[src/rtl/sinc_tap_sequencer.sv]
// sinc_tap_sequencer: steps the sinc evaluator through tap angles and buffers the captured FIR taps.
// Define SINC_SEQ_SYMMETRY_EN to evaluate only the first half of the taps and mirror each result.
module sinc_tap_sequencer #(
   parameter int N_TAPS        = 32,
   parameter int IN_WIDTH      = 24,
   parameter int N_STAGES      = 3,
   parameter int K             = 2**N_STAGES,
   parameter int SETTLE_CYCLES = 2*K+3
) (
   input  logic                       i_clk,
   input  logic                       i_rst,
   input  logic                       i_start,
   input  logic signed [IN_WIDTH-1:0] i_step,
   output logic                       o_busy,
   output logic                       o_done,
   output logic signed [IN_WIDTH-1:0] o_theta,
   input  logic signed [IN_WIDTH-1:0] i_sinc,
   output logic                       o_coef_valid,
   output logic [$clog2(N_TAPS)-1:0]  o_coef_idx,
   output logic signed [IN_WIDTH-1:0] o_coef_data,
   output logic                       o_sat,
   input  logic [$clog2(N_TAPS)-1:0]  i_rd_addr,
   output logic signed [IN_WIDTH-1:0] o_rd_data
);
   localparam int NW = $clog2(N_TAPS);
   localparam int CW = NW + 2;
   localparam int PW = CW + IN_WIDTH;
   localparam int TW = $clog2(SETTLE_CYCLES + 1);
`ifdef SINC_SEQ_SYMMETRY_EN
   localparam int  LAST     = (N_TAPS + 1) / 2 - 1;
   localparam logic SYM     = 1'b1;
`else
   localparam int  LAST     = N_TAPS - 1;
   localparam logic SYM     = 1'b0;
`endif
   localparam logic signed [CW-1:0] C_OFF = CW'(N_TAPS - 1);
   localparam logic signed [PW-1:0] MAX_V = PW'(2**(IN_WIDTH-1) - 1);
   localparam logic signed [PW-1:0] MIN_V = ~MAX_V;

   typedef enum logic [2:0] {IDLE, LOAD, SETTLE, CAPTURE, MIRROR, DONE} state_t;

   state_t                     state_q;
   logic [NW-1:0]              n_q, idx_q, mir, wr_addr;
   logic [TW-1:0]              cnt_q;
   logic signed [IN_WIDTH-1:0] step_q, theta_q, data_q, rd_q, theta_d, wr_data;
   logic signed [CW-1:0]       c_d;
   logic signed [PW-1:0]       prod_d;
   logic                       busy_q, done_q, cv_q, sat_q, sat_d, wr_en, need_mir, adv;
   logic [IN_WIDTH-1:0]        mem_q [N_TAPS];

   assign o_busy       = busy_q;
   assign o_done       = done_q;
   assign o_theta      = theta_q;
   assign o_coef_valid = cv_q;
   assign o_coef_idx   = idx_q;
   assign o_coef_data  = data_q;
   assign o_sat        = sat_q;
   assign o_rd_data    = rd_q;

   // theta = (2n - (N_TAPS-1)) * step / 2, formed at full width then clamped
   always_comb begin
      c_d      = $signed({1'b0, n_q, 1'b0}) - C_OFF;
      prod_d   = (PW'(c_d) * PW'(step_q)) >>> 1;
      sat_d    = (prod_d > MAX_V) || (prod_d < MIN_V);
      theta_d  = prod_d > MAX_V ? MAX_V[IN_WIDTH-1:0] :
                 prod_d < MIN_V ? MIN_V[IN_WIDTH-1:0] : prod_d[IN_WIDTH-1:0];
      mir      = NW'(N_TAPS - 1) - n_q;
      need_mir = SYM && (mir != n_q);
      wr_en    = (state_q == CAPTURE) || (state_q == MIRROR);
      wr_addr  = state_q == MIRROR ? mir : n_q;
      wr_data  = state_q == MIRROR ? data_q : i_sinc;
      adv      = (state_q == CAPTURE && !need_mir) || state_q == MIRROR;
   end

   always_ff @(posedge i_clk) begin
      if (wr_en) mem_q[wr_addr] <= wr_data;
   end

   always_ff @(posedge i_clk) begin
      if (i_rst) begin
         state_q <= IDLE;
         n_q     <= '0;
         cnt_q   <= '0;
         step_q  <= '0;
         theta_q <= '0;
         busy_q  <= 1'b0;
         done_q  <= 1'b0;
         cv_q    <= 1'b0;
         idx_q   <= '0;
         data_q  <= '0;
         sat_q   <= 1'b0;
         rd_q    <= '0;
      end else begin
         cv_q   <= wr_en;
         done_q <= 1'b0;
         rd_q   <= mem_q[i_rd_addr];
         if (wr_en) begin
            idx_q  <= wr_addr;
            data_q <= wr_data;
         end
         case (state_q)
            IDLE: if (i_start) begin
               step_q  <= i_step;
               n_q     <= '0;
               sat_q   <= 1'b0;
               busy_q  <= 1'b1;
               state_q <= LOAD;
            end
            LOAD: begin
               theta_q <= theta_d;
               sat_q   <= sat_q | sat_d;
               cnt_q   <= '0;
               state_q <= SETTLE;
            end
            SETTLE: begin
               cnt_q <= cnt_q + 1'b1;
               if (cnt_q == TW'(SETTLE_CYCLES - 1)) state_q <= CAPTURE;
            end
            CAPTURE: state_q <= MIRROR;
            default: state_q <= IDLE;
         endcase
         if (adv) begin
            if (n_q == NW'(LAST)) begin
               state_q <= DONE;
               done_q  <= 1'b1;
               busy_q  <= 1'b0;
            end else begin
               n_q     <= n_q + 1'b1;
               state_q <= LOAD;
            end
         end
      end
   end
endmodule

[config.mk]
export PLATFORM = sky130hd
export DESIGN_NAME = sinc_tap_sequencer
export DESIGN_NICKNAME = d
export VERILOG_FILES = /design/src/rtl/sinc_tap_sequencer.sv
export SDC_FILE = /design/constraint.sdc
export NUM_CORES = 1
export LEC_CHECK = 0
export ABC_CLOCK_PERIOD_IN_PS = 7300
export CORE_UTILIZATION = 60
export CTS_BUF_LIST = sky130_fd_sc_hd__clkbuf_4
export DETAILED_ROUTE_END_ITERATION = 8
export PLACE_DENSITY = 0.79
export SKIP_LAST_GASP = 1
export SYNTH_ARGS = -nofsm -noshare
export SYNTH_HDL_FRONTEND = slang
export SYNTH_SLANG_ARGS = --single-unit
[constraint.sdc]
create_clock -name i_clk -period 7.3 [get_ports i_clk]
set_input_delay 1.46 -clock i_clk [delete_from_list [all_inputs] [get_ports i_clk]]
set_output_delay 1.46 -clock i_clk [all_outputs]
set_load 0.01 [all_outputs]
==> results of run 1 <==
==> layout by cell type (no fill, tap or decap), types with 23 or more instances in the layout <==
master / Yosys / routed
clkdlybuf4s50_1: 0 / 130
ha_1: 65 / 65
and2_1: 70 / 69
nor2b_1: 24 / 24
clkinv_1: 0 / 45
fa_1: 125 / 125
a21oi_1: 91 / 91
nor2_1: 126 / 93
edfxtp_1: 768 / 768
nand2_1: 270 / 270
nor2_2: 1 / 34
buf_4: 1 / 51
dfxtp_1: 118 / 118
xnor2_1: 23 / 23
mux2i_1: 27 / 27
clkbuf_4: 0 / 316
inv_1: 176 / 176
mux4_2: 240 / 240
==> worst min-delay path: stages, from the launching register on <==
cell	delay, ns
dfxtp_1	0.32
nand2_1	0.06
a21oi_1	0.05
==> worst min path at each step <==
| stage | end | slack [ns] | depth (start not counted) |
|---|---|---|---|
| after global routing | o_coef_data[8]$_SDFFE_PP0N_ | 0.50 | 2 |
| after detailed placement | o_theta[1]$_SDFFE_PP0P_ | 0.47 | 2 |
| after global placement | o_coef_data[11]$_SDFFE_PP0N_ | 0.45 | 2 |
| final | cnt_q[4]$_SDFFE_PP0P_ | 0.48 | 2 |
| after floorplan | cnt_q[4]$_SDFFE_PP0P_ | 0.44 | 2 |
| after CTS | cnt_q[4]$_SDFFE_PP0P_ | 0.48 | 2 |
==> power groups by stage <==
stage               Clock [mW]  Sequential (mW)  Combinational [mW]
floorplan                    0             5.75                1.27
global placement             0             5.75                1.82
detailed placement           0             5.75                1.86
CTS                       4.07             5.64                1.87
global route              4.33             5.65                2.03
finish                    4.00             5.65                1.86
==> stage by stage <==
step | utilization | cell area, um^2 | setup slack [ns] | hold WS, ns | power (mW)
4_1_cts | 0.6847 | 44930 | 0.6262 | 0.4765 | 11.58
3_3_place_gp | 0.6429 | 42190 | 0.9167 | 0.4547 | 7.573
6_report | 0.6849 | 44950 | 0.5837 | 0.4754 | 11.51
5_1_grt | 0.6849 | 44950 | 0.1975 | 0.4950 | 12.01
2_1_floorplan | - | 39760 | 1.362 | 0.4398 | 7.015
3_5_place_dp | 0.6429 | 42190 | 0.6614 | 0.4655 | 7.609
==> registers in the layout, summed over array words and instances (netlist names) <==
name          cells
cnt_q             5
mem_q           768
n_q               5
o_busy            1
o_coef_data      24
o_coef_idx        5
o_coef_valid      1
o_done            1
o_rd_data        24
o_sat             1
o_theta          24
state_q           3
step_q           24
==> cells by family after synthesis <==
family          Yosys count  share of synthesized area
compound gates          210                    0.03458
xor+xnor                 33                   0.007458
fa+ha+maj               190                    0.08339
buf+inv                 302                    0.02939
flops                   886                     0.6394
mux                     267                     0.1427
simple gates            561                    0.06303
==> layer usage <==
metal / wire, um / share of wire / vias to the layer above
li1: - / - / 9872
met1: 34380 / 0.36 / 11775
met2: 49480 / 0.51 / 1333
met3: 9948 / 0.10 / 198
met4: 3018 / 0.031 / 2
met5: 13 / 0.00013 / -
==> final cells by class <==
class	count	area, um^2	area share
flip-flops and latches	886	25420	0.5657
multi-input cells	1261	13260	0.2951
clock buffers	316	2372	0.05278
repair buffers	187	1760	0.03917
well taps	864	1081	0.02405
inverters	176	660.6	0.01470
clock inverters	67	370.4	0.008240
diodes	5	12.51	0.0002784
==> results.toml, run 1 <==
[logic_synthesis]
synth_edf_count = 768
synth.most_common_cell = "edfxtp_1"
netlist_instances = 2449
synth_common_cells = "768 x edfxtp_1, 270 x nand2_1, 240 x mux4_2"
yosysWarnings = 0
netlist_top_cells_area = "edfxtp_1 58%, mux4_2 14%, fa_1 6.3%"
ys_seq_elements = 886
synth_seq_area_share = 0.6394
ys_types = 61
yosys.area.top_type_share = 0.5800
yosysTopAreaCell = "edfxtp_1"
synth_flop_cell = "edfxtp_1"
synth-async-reset-ratio = 0
synth_area_mm2 = 0.03976
syn_nets = 2695
syn_avg_cell_area_um2 = 16.24

[floorplanning]
coreArea_mm2 = 0.06563
core.rowCount = 94
die_area_mm2 = 0.06730
io_pins = 137
die_y_um = 259.4
start_util = 0.6059
die_x_um = 259.4

[timing]
finalSetupTns_ns = 0
hold_viol_final = 0
rsz0062_at_grt = "false"
period_share = 0.9200
relSlewSlack = 0.1911
fin_crit_ns = 6.716
fmaxAchievable_mhz = 148.9
slew_violations = 0
finalSetupViolCount = 0
fin_skew_ns = 0.08029
tightestPinTransition_ns = 1.210

[setup_path]
crit_path_start_kind = "flip-flop"
r2r-end = "o_theta[8]$_SDFFE_PP0P_"
required_ns = 8.13
slowest_delay_ns = 1.08
crit_path_max_fanout = 30
critPathSlowestCell = "dfxtp_1"
crit_top_cell = "fa_1"
cp-end-kind = "flip-flop"
path_buf_inv = 2
r2r_start = "n_q[1]$_SDFF_PP0_"
path_delay_family = "adder cells"
cp_cell_sequence = "and2_1, fa_1, fa_1, fa_1, inv_1, fa_1, inv_1, ha_1, and4_1, nand3_1, a211o_1, o21ai_4, mux2i_1, nor2_2, or4_4, o21ai_4, o311ai_0"
crit_path_start = "n_q[1]$_SDFF_PP0_"
worst-path-stages = 17
critPathCapture = "o_theta[8]$_SDFFE_PP0P_"
crit_type = "reg -> reg"
r2r_slack_ns = 0.58
worst-r2r-cell-count = 17
crit_arrival_ns = 7.55

[global_routing]
busiest_layer = "met2"
overflow = 0
use_met1 = 0.3782
grt_usage = 0.2964
antenna_found_initial = 3
grt_pass1_vias = 23937
grt_max_degree = 99
grt_pass1_wl_mm = 144.3
gr-usage-met3 = 0.07547
grt.met2_usage = 0.4901

[route]
first_pass_iters = 5
drc = 0
drtAntennaViolNets = 0
wl_per_cell_um = 25.74
num_vias = 23180
first_iter_violations = 2594
drt_wl_total_mm = 96.84
vias_per_cell = 6.162

[clock_network]
clkSlewWorstSetupHoldPaths_ns = 0.07
numClockSinks = 886
cts_setup_buffers = 0
cts_resized = 0
htree_levels = 4
cts_tree = "yes"
clk_latency_ns = 1.05
cts_hold_buffers = 0
cts_inserted_buffers = 209
cts_buffer_depth = 3
cts_root_buffer = "clkbuf_4"

[job]
maxCapViolCount = 0

[pwr]
p_leak_nw = 15.83
p_int_mw = 8.404
comb_power_share = 0.162
seqPwrFrac = 0.490
swShare = 0.2700
peakVddDrop_mv = 0.1722
switchingPower_mw = 3.108
power_frac_clock = 0.348
power.density_mw_per_mm2 = 256.1

[layout]
layout.nets = 2967
layout-drive-gt1-share = 0.2368
n_fill_cell = 4188
area_growth_pct = 13.04
layoutNonFillerInstCount = 3762

[run_status]
status = "finished, final reports clean"

[place]
dp_hpwl_mm = 60.15
gp_congestion = 0.8582
port_buffers = 136
placed_cells = 3374

[worst_hold_path]
hp-class = "reg -> reg"
hp-start = "cnt_q[4]$_SDFFE_PP0P_"
No activity file was read; power rests on OpenSTA's default activity.
==> run 2: changes to the inputs <==
- CORE_ASPECT_RATIO: default -> 1.1
- SKIP_CTS_REPAIR_TIMING: default -> 1
==> run 2 against run 1 <==
  * The flow now finishes with violations (design-rule violations)
  * Worst hold slack got worse by 0.0053 ns
  * Design area increased by 0.29%
  * Global-route usage increased by 0.72 points
  * Via count increased by 0.38%
  * Register-to-register slack got worse by 0.05 ns
  * Wire length increased by 2.1%
  * Flip-flop and latch count unchanged
  * Clock power decreased by 1%
==> results.toml, run 2 (same netlist as run 1, synthesis figures left out) <==
[floorplanning]
start_util = 0.6095
io_pins = 137
die_area_mm2 = 0.06731
core.rowCount = 98
die_x_um = 247.5
die_y_um = 272.0
coreArea_mm2 = 0.06523

[place]
port_buffers = 136
gp_congestion = 0.8934
dp_hpwl_mm = 60.61

[route]
first_iter_violations = 2796
wl_per_cell_um = 26.32
first_pass_iters = 9
num_vias = 23269
drt_wl_total_mm = 98.89
vias_per_cell = 6.192
drc = 6
drtAntennaViolNets = 0

[worst_hold_path]
hp-class = "reg -> reg"

[layout]
largest_reg_flops = 768
final_cell_mix = "768 x edfxtp_1, 301 x clkbuf_4, 270 x nand2_1, 240 x mux4_2, 176 x inv_1"
top_register = "mem_q"
utilization = 0.6910
final_common_cell = "edfxtp_1"
layout.nets = 2970
area_growth_pct = 13.36
layout-drive-gt1-share = 0.2350

[run_status]
status = "complete, but fails checks"
violations = "design-rule violations"

[global_routing]
grt_usage = 0.3036
grt_pass1_wl_mm = 146.8
busiest_layer = "met2"
grt_pass1_vias = 24200
grt.met2_usage = 0.5043
antenna_found_initial = 3
grt_max_degree = 107
gr-usage-met3 = 0.06040
overflow = 0
use_met1 = 0.3962

[setup_path]
worst-r2r-cell-count = 16
r2r_start = "n_q[2]$_SDFF_PP0_"
required_ns = 8.12
crit_path_start_kind = "flip-flop"
path_buf_inv = 2
critPathSlowestCell = "dfxtp_1"
slowest_delay_ns = 1.11
crit_top_cell = "fa_1"
worst-path-stages = 16
crit_arrival_ns = 7.58
crit_type = "reg -> reg"
r2r_slack_ns = 0.54
r2r-end = "o_theta[15]$_SDFFE_PP0P_"
critPathCapture = "o_theta[15]$_SDFFE_PP0P_"
crit_path_start = "n_q[2]$_SDFF_PP0_"
crit_path_max_fanout = 34
cp_cell_sequence = "and2_1, fa_1, inv_1, fa_1, fa_1, fa_1, inv_1, ha_1, a21oi_1, o21ai_0, or4_1, nand4_1, nor2_2, or4_4, o21ai_4, o311ai_0"
cp-end-kind = "flip-flop"
path_delay_family = "adder cells"

[timing]
relSlewSlack = 0.07459
finalSetupTns_ns = 0
slew_violations = 0
fin_skew_ns = 0.07081
fin_crit_ns = 6.763
period_share = 0.9265
whs_ns = 0.4701
finalSetupViolCount = 0
rsz0062_at_grt = "false"
tightestPinTransition_ns = 1.385
hold_viol_final = 0
fmaxAchievable_mhz = 147.9

[clock_network]
cts_tree = "yes"
cts_buffer_depth = 3
cts_root_buffer = "clkbuf_4"
clk_latency_ns = 1.04
numClockSinks = 886
clkSlewWorstSetupHoldPaths_ns = 0.07
htree_levels = 4
cts_inserted_buffers = 208

[pwr]
power.density_mw_per_mm2 = 254.5
finalPower_mw = 11.47
peakVddDrop_mv = 0.1947
p_leak_nw = 15.84

[job]
maxCapViolCount = 0
[run 2: worst reg2reg max path, stage by stage (launching register included)]
cell	delay, ns
dfxtp_1	1.11
and2_1	0.27
fa_1	0.52
inv_1	0.15
fa_1	0.45
fa_1	0.47
fa_1	0.49
inv_1	0.05
ha_1	0.39
a21oi_1	0.24
o21ai_0	0.24
or4_1	0.56
nand4_1	0.20
nor2_2	0.11
or4_4	0.54
o21ai_4	0.50
o311ai_0	0.27
[run 2: worst min path at each step]
stage	startpoint	endpoint	slack, ns	cells past startpoint
2_1_floorplan	cnt_q[4]$_SDFFE_PP0P_	cnt_q[4]$_SDFFE_PP0P_	0.44	2
5_1_grt	o_coef_data[7]$_SDFFE_PP0N_	o_coef_data[7]$_SDFFE_PP0N_	0.49	2
4_1_cts	cnt_q[4]$_SDFFE_PP0P_	cnt_q[4]$_SDFFE_PP0P_	0.48	2
3_3_place_gp	o_coef_data[8]$_SDFFE_PP0N_	o_coef_data[8]$_SDFFE_PP0N_	0.45	2
3_5_place_dp	o_coef_data[12]$_SDFFE_PP0N_	o_coef_data[12]$_SDFFE_PP0N_	0.47	2
6_report	cnt_q[4]$_SDFFE_PP0P_	cnt_q[4]$_SDFFE_PP0P_	0.47	2
[run 2: final cells by class]
cell class | instances | area, um^2
tap | 850 | 1064
sequential | 886 | 25420
multi-input combinational | 1261 | 13410
antenna | 2 | 5.005
timing repair buffer | 191 | 1790
clock inverter | 91 | 462.9
clock buffer | 301 | 2260
inverter | 176 | 660.6
fill | 4195 | 20160
[run 2: routing by layer]
metal,vias to the layer above,share of wire
li1,9890,-
met2,1444,0.51
met5,-,0
met1,11702,0.36
met3,233,0.096
met4,0,0.035
[run 2: through the flow]
step	setup slack [ns]	area [um^2]	cells
final	0.5369	45070	3758
after global routing	0.1607	45070	3758
after CTS	0.5784	45070	3756
after detailed placement	0.6509	42350	3364
after global placement	0.8764	42350	3364
after floorplan	1.362	39760	2449
[run 2: power by group]
part	total, mW	internal [mW]	switching, mW
Sequential	5.65	5.57	0.0790
Combinational	1.86	0.747	1.11
Clock	3.96	1.99	1.97
